### src/rtl/lift_ctrl.sv
// -----------------------------------------------------------------------------
// lift_ctrl -- single-cabin lift controller with SCAN (elevator) scheduling.
//
// Requests from the cabin and hall buttons are OR-ed into a registered
// pending map. The cabin keeps travelling in its current direction while
// requests remain beyond it, stops and opens the door at any pending floor,
// and reverses only when nothing is left ahead.
//
// Optional feature: define LIFT_ESTOP_EN to add an emergency-stop input and
// a HALT state. The default build (macro undefined) has neither.
//
// Parameters
//   NUM_FLOORS  number of served floors (2..16)
//   FLOOR_W     width of the floor index (>= clog2(NUM_FLOORS))
//   MOVE_CYC    clock cycles to travel one floor (>= 1)
//   DOOR_CYC    clock cycles the door stays open (>= 1)
//
// Ports
//   clk          clock, rising edge
//   rst_n        asynchronous active-low reset
//   estop_i      emergency stop (only with LIFT_ESTOP_EN)
//   cab_req_i    cabin floor buttons, bit f = floor f
//   hall_up_i    hall up-call buttons, bit f = floor f
//   hall_dn_i    hall down-call buttons, bit f = floor f
//   floor_o      current cabin floor
//   dir_o        00 stopped, 01 up, 10 down (11 never driven)
//   door_o       door open
//   busy_o       high in any state other than IDLE
//   pend_o       registered pending-request map
//   dbg_state_o  current FSM state encoding (debug observation)
// -----------------------------------------------------------------------------
module lift_ctrl #(
   parameter int NUM_FLOORS = 8,
   parameter int FLOOR_W    = 3,
   parameter int MOVE_CYC   = 4,
   parameter int DOOR_CYC   = 6
) (
   input  logic                  clk,
   input  logic                  rst_n,
`ifdef LIFT_ESTOP_EN
   input  logic                  estop_i,
`endif
   input  logic [NUM_FLOORS-1:0] cab_req_i,
   input  logic [NUM_FLOORS-1:0] hall_up_i,
   input  logic [NUM_FLOORS-1:0] hall_dn_i,
   output logic [FLOOR_W-1:0]    floor_o,
   output logic [1:0]            dir_o,
   output logic                  door_o,
   output logic                  busy_o,
   output logic [NUM_FLOORS-1:0] pend_o,
   output logic [2:0]            dbg_state_o
);

   localparam int MCNT_W = (MOVE_CYC > 1) ? $clog2(MOVE_CYC) : 1;
   localparam int DCNT_W = (DOOR_CYC > 1) ? $clog2(DOOR_CYC) : 1;

   localparam logic [1:0] DIR_STOP = 2'b00;
   localparam logic [1:0] DIR_UP   = 2'b01;
   localparam logic [1:0] DIR_DN   = 2'b10;

   typedef enum logic [2:0] {
      ST_IDLE      = 3'd0,
      ST_MOVE_UP   = 3'd1,
      ST_MOVE_DOWN = 3'd2,
`ifdef LIFT_ESTOP_EN
      ST_HALT      = 3'd4,
`endif
      ST_DOOR      = 3'd3
   } state_t;

   state_t                r_state;
   logic [FLOOR_W-1:0]    r_floor;
   logic [1:0]            r_dir;
   logic                  r_door;
   logic                  r_busy;
   logic [NUM_FLOORS-1:0] r_pend;
   logic [MCNT_W-1:0]     r_mcnt;
   logic [DCNT_W-1:0]     r_dcnt;
   logic                  r_last_up;   // last travel direction, up after reset

   function automatic logic [NUM_FLOORS-1:0] onehot(input logic [FLOOR_W-1:0] f);
      logic [NUM_FLOORS-1:0] m;
      for (int i = 0; i < NUM_FLOORS; i++) m[i] = (i == int'(f));
      return m;
   endfunction

   function automatic logic [NUM_FLOORS-1:0] above_mask(input logic [FLOOR_W-1:0] f);
      logic [NUM_FLOORS-1:0] m;
      for (int i = 0; i < NUM_FLOORS; i++) m[i] = (i > int'(f));
      return m;
   endfunction

   function automatic logic [NUM_FLOORS-1:0] below_mask(input logic [FLOOR_W-1:0] f);
      logic [NUM_FLOORS-1:0] m;
      for (int i = 0; i < NUM_FLOORS; i++) m[i] = (i < int'(f));
      return m;
   endfunction

   logic [NUM_FLOORS-1:0] w_req_in;
   logic [NUM_FLOORS-1:0] w_floor_oh;
   logic [NUM_FLOORS-1:0] w_clr;
   logic [NUM_FLOORS-1:0] w_pend_nxt;
   logic [FLOOR_W-1:0]    w_next_floor;
   logic                  w_at_cur, w_above_cur, w_below_cur;
   logic                  w_at_nf, w_above_nf, w_below_nf;
   logic                  w_fwd, w_back;
   logic                  w_req_here;
   logic                  w_door_up, w_door_dn;
   logic                  w_mterm, w_dterm;

   assign w_req_in   = cab_req_i | hall_up_i | hall_dn_i;
   assign w_floor_oh = onehot(r_floor);
   // The floor being served is cleared every door cycle, so a button pressed
   // for that floor while the door is open never re-enters the map.
   assign w_clr      = (r_state == ST_DOOR) ? w_floor_oh : '0;
   assign w_pend_nxt = (r_pend | w_req_in) & ~w_clr;

   assign w_at_cur    = |(r_pend & w_floor_oh);
   assign w_above_cur = |(r_pend & above_mask(r_floor));
   assign w_below_cur = |(r_pend & below_mask(r_floor));

   // Floor the cabin reaches at the end of the current travel step; only
   // meaningful in the move states, where a request beyond exists.
   assign w_next_floor = (r_state == ST_MOVE_DOWN) ? (r_floor - 1'b1) : (r_floor + 1'b1);
   assign w_at_nf      = |(r_pend & onehot(w_next_floor));
   assign w_above_nf   = |(r_pend & above_mask(w_next_floor));
   assign w_below_nf   = |(r_pend & below_mask(w_next_floor));
   assign w_fwd        = (r_state == ST_MOVE_DOWN) ? w_below_nf : w_above_nf;
   assign w_back       = (r_state == ST_MOVE_DOWN) ? w_above_nf : w_below_nf;

   assign w_req_here = |(w_req_in & w_floor_oh);

   // Door-close decision keeps the previous travel direction when possible.
   assign w_door_up = r_last_up ? w_above_cur : (w_above_cur & ~w_below_cur);
   assign w_door_dn = r_last_up ? (w_below_cur & ~w_above_cur) : w_below_cur;

   assign w_mterm = (r_mcnt == MCNT_W'(MOVE_CYC - 1));
   assign w_dterm = (r_dcnt == DCNT_W'(DOOR_CYC - 1));

   always_ff @(posedge clk or negedge rst_n) begin
      if (!rst_n) begin
         r_state   <= ST_IDLE;
         r_floor   <= '0;
         r_dir     <= DIR_STOP;
         r_door    <= 1'b0;
         r_busy    <= 1'b0;
         r_pend    <= '0;
         r_mcnt    <= '0;
         r_dcnt    <= '0;
         r_last_up <= 1'b1;
      end else begin
         r_pend <= w_pend_nxt;
`ifdef LIFT_ESTOP_EN
         if (estop_i) begin
            // Counters and floor hold; pending map keeps latching above.
            r_state <= ST_HALT;
            r_door  <= 1'b0;
            r_dir   <= DIR_STOP;
            r_busy  <= 1'b1;
         end else
`endif
         case (r_state)
            ST_IDLE: begin
               if (w_at_cur) begin
                  r_state <= ST_DOOR;
                  r_door  <= 1'b1;
                  r_dir   <= DIR_STOP;
                  r_busy  <= 1'b1;
                  r_dcnt  <= '0;
               end else if (w_above_cur) begin
                  // Up is tested first so it wins a tie with requests below.
                  r_state   <= ST_MOVE_UP;
                  r_dir     <= DIR_UP;
                  r_busy    <= 1'b1;
                  r_mcnt    <= '0;
                  r_last_up <= 1'b1;
               end else if (w_below_cur) begin
                  r_state   <= ST_MOVE_DOWN;
                  r_dir     <= DIR_DN;
                  r_busy    <= 1'b1;
                  r_mcnt    <= '0;
                  r_last_up <= 1'b0;
               end else begin
                  r_busy <= 1'b0;
                  r_dir  <= DIR_STOP;
               end
            end

            ST_MOVE_UP, ST_MOVE_DOWN: begin
               if (!w_mterm) begin
                  r_mcnt <= r_mcnt + 1'b1;
               end else begin
                  r_mcnt  <= '0;
                  r_floor <= w_next_floor;
                  if (w_at_nf) begin
                     r_state <= ST_DOOR;
                     r_door  <= 1'b1;
                     r_dir   <= DIR_STOP;
                     r_dcnt  <= '0;
                  end else if (w_fwd) begin
                     r_state <= r_state;
                  end else if (w_back) begin
                     if (r_state == ST_MOVE_UP) begin
                        r_state   <= ST_MOVE_DOWN;
                        r_dir     <= DIR_DN;
                        r_last_up <= 1'b0;
                     end else begin
                        r_state   <= ST_MOVE_UP;
                        r_dir     <= DIR_UP;
                        r_last_up <= 1'b1;
                     end
                  end else begin
                     r_state <= ST_IDLE;
                     r_dir   <= DIR_STOP;
                     r_busy  <= 1'b0;
                  end
               end
            end

            ST_DOOR: begin
               if (w_req_here) begin
                  r_dcnt <= '0;
               end else if (!w_dterm) begin
                  r_dcnt <= r_dcnt + 1'b1;
               end else begin
                  r_dcnt <= '0;
                  r_door <= 1'b0;
                  if (w_door_up) begin
                     r_state   <= ST_MOVE_UP;
                     r_dir     <= DIR_UP;
                     r_mcnt    <= '0;
                     r_last_up <= 1'b1;
                  end else if (w_door_dn) begin
                     r_state   <= ST_MOVE_DOWN;
                     r_dir     <= DIR_DN;
                     r_mcnt    <= '0;
                     r_last_up <= 1'b0;
                  end else begin
                     r_state <= ST_IDLE;
                     r_dir   <= DIR_STOP;
                     r_busy  <= 1'b0;
                  end
               end
            end

`ifdef LIFT_ESTOP_EN
            ST_HALT: begin
               r_state <= ST_IDLE;
               r_door  <= 1'b0;
               r_dir   <= DIR_STOP;
               r_busy  <= 1'b0;
            end
`endif

            default: begin
               r_state <= ST_IDLE;
               r_door  <= 1'b0;
               r_dir   <= DIR_STOP;
               r_busy  <= 1'b0;
            end
         endcase
      end
   end

   assign floor_o     = r_floor;
   assign dir_o       = r_dir;
   assign door_o      = r_door;
   assign busy_o      = r_busy;
   assign pend_o      = r_pend;
   assign dbg_state_o = r_state;

endmodule

### config.mk
export PLATFORM = sky130hd
export DESIGN_NAME = lift_ctrl
export DESIGN_NICKNAME = d
export VERILOG_FILES = /design/src/rtl/lift_ctrl.sv
export SDC_FILE = /design/constraint.sdc
export NUM_CORES = 1
export LEC_CHECK = 0
export ABC_AREA = 1
export CORE_MARGIN = 10
export CORE_UTILIZATION = 35
export DETAILED_ROUTE_END_ITERATION = 10
export PLACE_DENSITY_LB_ADDON = 0.2
export SLEW_MARGIN = 20
export SYNTH_ARGS = -nofsm -noshare
export SYNTH_HDL_FRONTEND = slang
export SYNTH_SLANG_ARGS = --single-unit
### constraint.sdc
create_clock -name clk -period 1.9 [get_ports clk]
set_input_delay 0.285 -clock clk [delete_from_list [all_inputs] [get_ports clk]]
set_output_delay 0.285 -clock clk [all_outputs]
set_load 0.02 [all_outputs]
==> flow_summary.rst <==
.. list-table::
   :header-rows: 1

   * - Metric
     - Value
   * - Status
     - finished, violations left
   * - Failing checks
     - setup timing
   * - Number of storage elements in the synthesis netlist
     - 23
   * - Critical Path Sink Type
     - flip-flop
   * - Placed cell areas
     - 3240 um^2
   * - Post-route non-filler standard cell count
     - 530
   * - Fraction of post-synthesis cell area in the top cell type by area
     - 23.5%
   * - Number of inserted diodes
     - 0
   * - Initial antenna violation count
     - 0
   * - Layout filler cell count
     - 634
   * - Fraction of layout cells with a size suffix above 1
     - 32.5%
   * - Footprint of the multi-input gates
     - 1700 um^2
   * - Highest clock rate
     - 0.476 GHz
   * - Wire length after detailed routing
     - 7210 um
   * - Final global-route overflow total
     - 0
   * - Min cycle time layout
     - 2100 ps
   * - Minimum setup slack in the final design
     - -202 ps
   * - Quantity of I/O buffers inserted on ports
     - 42
   * - Min-Delay Path Class
     - input port to asynchronous set/reset pin
   * - Final hold violations
     - 0
   * - Root Buffer
     - sky130_fd_sc_hd__clkbuf_8
   * - Max H-tree Level
     - 1
   * - RSZ-0062 raised after global routing
     - true
   * - Average cell area after synthesis
     - 6.46 um^2
   * - Layout overhead on the synthesized area
     - 48.9%
   * - Clk sinks
     - 23
   * - Count of pins over their slew limit
     - 0
   * - CP Class
     - flip-flop to flip-flop
   * - Most common library cell in the layout ignoring fill and taps
     - sky130_fd_sc_hd__nand2_1
   * - Routability Congestion
     - 0.932
   * - Signal arrival time at the worst endpoint
     - 2330 ps
   * - Site row count
     - 29
   * - VDD IR max
     - 0.675 mV
   * - Number of buffers on the longest clock path
     - 2
   * - Routed via count
     - 2,596
   * - CTS tree
     - built
   * - Final setup skew
     - 8.54 ps
   * - Count of cell types in the netlist
     - 37
   * - Synthesized instance count
     - 362
   * - Number of hold buffers added after cts
     - 0
   * - Max-cap violation count
     - 0
   * - Count of boundary I/O pins
     - 44
   * - Maximum number of pins on one net before global-route repair
     - 24
   * - Leading cell types in the layout, fill and taps excluded
     - sky130_fd_sc_hd__nand2_1 (96), sky130_fd_sc_hd__buf_4 (49), sky130_fd_sc_hd__inv_1 (43)
   * - HPWL after detailed placement
     - 5750 um
   * - Sequential cell area
     - 582 um^2
   * - Number of nets in the layout
     - 493
   * - Cell depth of the worst flop-to-flop path
     - 15
   * - Post-Syn Area
     - 2340 um^2
   * - Highest fanout seen on the critical path
     - 6
   * - Total number of yosys warnings
     - 0
   * - Clock-pin slew of the registers on the worst-case setup and hold paths
     - 100 ps
   * - Vias in the first global route
     - 2,516
   * - Total nets after synthesis
     - 401
   * - Total routing usage reported by global routing
     - 14.1%
   * - Number of buffers added by the clock tree synthesis step
     - 3
   * - ANT nets after route
     - 0
   * - Total die area
     - 10,400 um^2
   * - Finish-stage setup viols
     - 12
   * - DRC violation count after routing
     - 0
   * - Placeable Area
     - 6420 um^2
   * - Leak Pwr
     - 1.69 nW
   * - Detailed-router iteration count before antenna repair
     - 4
   * - Via density
     - 4.90
   * - DRC marker count from the first detailed-route iteration
     - 182
   * - Clk_lat worst skew
     - 280 ps
   * - Dominant cell type by area after synthesis
     - sky130_fd_sc_hd__dfrtp_1
   * - Width of the chip
     - 102 um
   * - Layout Cell Area excl Fill
     - 3480 um^2
   * - Sort of element at the start of the critical path
     - flip-flop
   * - Initial Util
     - 36.4%
   * - First-pass GRT wire length
     - 11,900 um
   * - DR WL/cell
     - 13.6 um
   * - Final period util
     - 111%
   * - Power density over the cells
     - 1950 nW/um^2
   * - Worst endpoint required time
     - 2120 ps
   * - Synth area leaders
     - sky130_fd_sc_hd__dfrtp_1 (24%), sky130_fd_sc_hd__nand2_1 (18%), sky130_fd_sc_hd__inv_1 (8.2%)
   * - Sequential share of the synthesized area
     - 24.7%
   * - DIE HEIGHT
     - 102 um
   * - Placed instance count
     - 520
==> power by group <==
group          internal, mW  switching [mW]
combinational          2.40            3.18
clock                 0.147           0.196
sequential            0.676           0.184
total                  3.22            3.56
==> per-stage QoR <==
step	utilization, %	worst slack, ps	hold WS, ps	total power [mW]	TNS (ps)
3_5_place_dp	50.4	-225	467	5.86	-2050
5_1_grt	54.3	-350	397	7.42	-3680
3_3_place_gp	50.4	-177	453	5.81	-1680
4_1_cts	52.3	-186	385	6.41	-1750
6_report	54.3	-202	366	6.78	-1850
2_1_floorplan	-	-141	-10.6	4.17	-694
==> path summary, 6_finish.rpt <==
path / start / end / slack [ps]
setup / recovery: floor_o[0] / dir_o[1] / -200
hold / removal: rst_n / pend_o[2] / 370
setup reg to reg: floor_o[0] / dir_o[1] / -200
hold reg to reg: r_last_up / r_last_up / 470
max in group asynchronous: rst_n / r_last_up / 1220
min in group clk: r_last_up / r_last_up / 470
==> synthesized netlist by cell type (all sizes together) <==
| master | instances |
|---|---|
| nand2 | 122 |
| inv | 57 |
| nand3 | 44 |
| nor2 | 42 |
| o21ai | 28 |
| dfrtp | 22 |
| ha | 13 |
| nand4 | 7 |
| buf | 6 |
| a21oi | 5 |
| nor3 | 3 |
| o22ai | 3 |
| a22oi | 1 |
| and2 | 1 |
| clkinv | 1 |
| conb | 1 |
| dfstp | 1 |
| o2111ai | 1 |
| o211ai | 1 |
| o21bai | 1 |
| o31ai | 1 |
| xor2 | 1 |
==> layout make-up <==
type	instances	share of cell area, %
timing repair buffer	93	23.5
clock inverter	1	0.144
clock buffer	3	1.18
tap	77	2.76
multi-input combinational	275	48.7
sequential	23	16.7
inverter	58	6.97
==> layer usage <==
layer	track usage [%]	up-vias	part of all wire [%]
met4	4.07	0	1.1
met2	22.5	80	44
met5	0	-	0
met3	2.93	7	7.2
li1	-	1329	-
met1	18.6	1180	48
==> state kept, by name (all words and copies together), names as in the netlist <==
name         count
pend_o           8
floor_o          3
r_dcnt           3
dbg_state_o      2
dir_o            2
r_mcnt           2
busy_o           1
door_o           1
r_last_up        1
==> kinds of logic (layout without fill, tap and decap cells) <==
kind of cell	Yosys count	in the layout	synth area share [%]
xor gates and xnor gates	1	1	0.374
other	1	1	0.160
AOI/OAI and AO/OA	41	41	9.89
and+or+nand+nor	219	219	45.5
adders and majority gates	13	13	6.95
DFF	23	23	24.7
buffers and inverters	64	155	12.5
==> what timing repair did <==
item                                    in CTS  in global routing
endpoints found under the setup margin      12                 12
endpoints found under the hold margin        0                  0
pin swaps                                   10                 11
cloned                                       0                  0
resized for setup                           14                 34
setup buffers                                5                  1
==> critical path: stages, from the launching register on <==
cell and delay, ps:
sky130_fd_sc_hd__dfrtp_2 500, sky130_fd_sc_hd__inv_8 110, sky130_fd_sc_hd__ha_4 210, sky130_fd_sc_hd__nand2_1 140, sky130_fd_sc_hd__nand3_2 130, sky130_fd_sc_hd__inv_2 80
sky130_fd_sc_hd__nand2_4 50, sky130_fd_sc_hd__nand2_2 60, sky130_fd_sc_hd__nand2_2 70, sky130_fd_sc_hd__nor2_4 150, sky130_fd_sc_hd__nand3_2 120, sky130_fd_sc_hd__nand3_2 120
sky130_fd_sc_hd__nand2_2 70, sky130_fd_sc_hd__nor2_2 110, sky130_fd_sc_hd__o21ai_2 60, sky130_fd_sc_hd__nand2_1 60
Power figures use the tool's default switching activity.
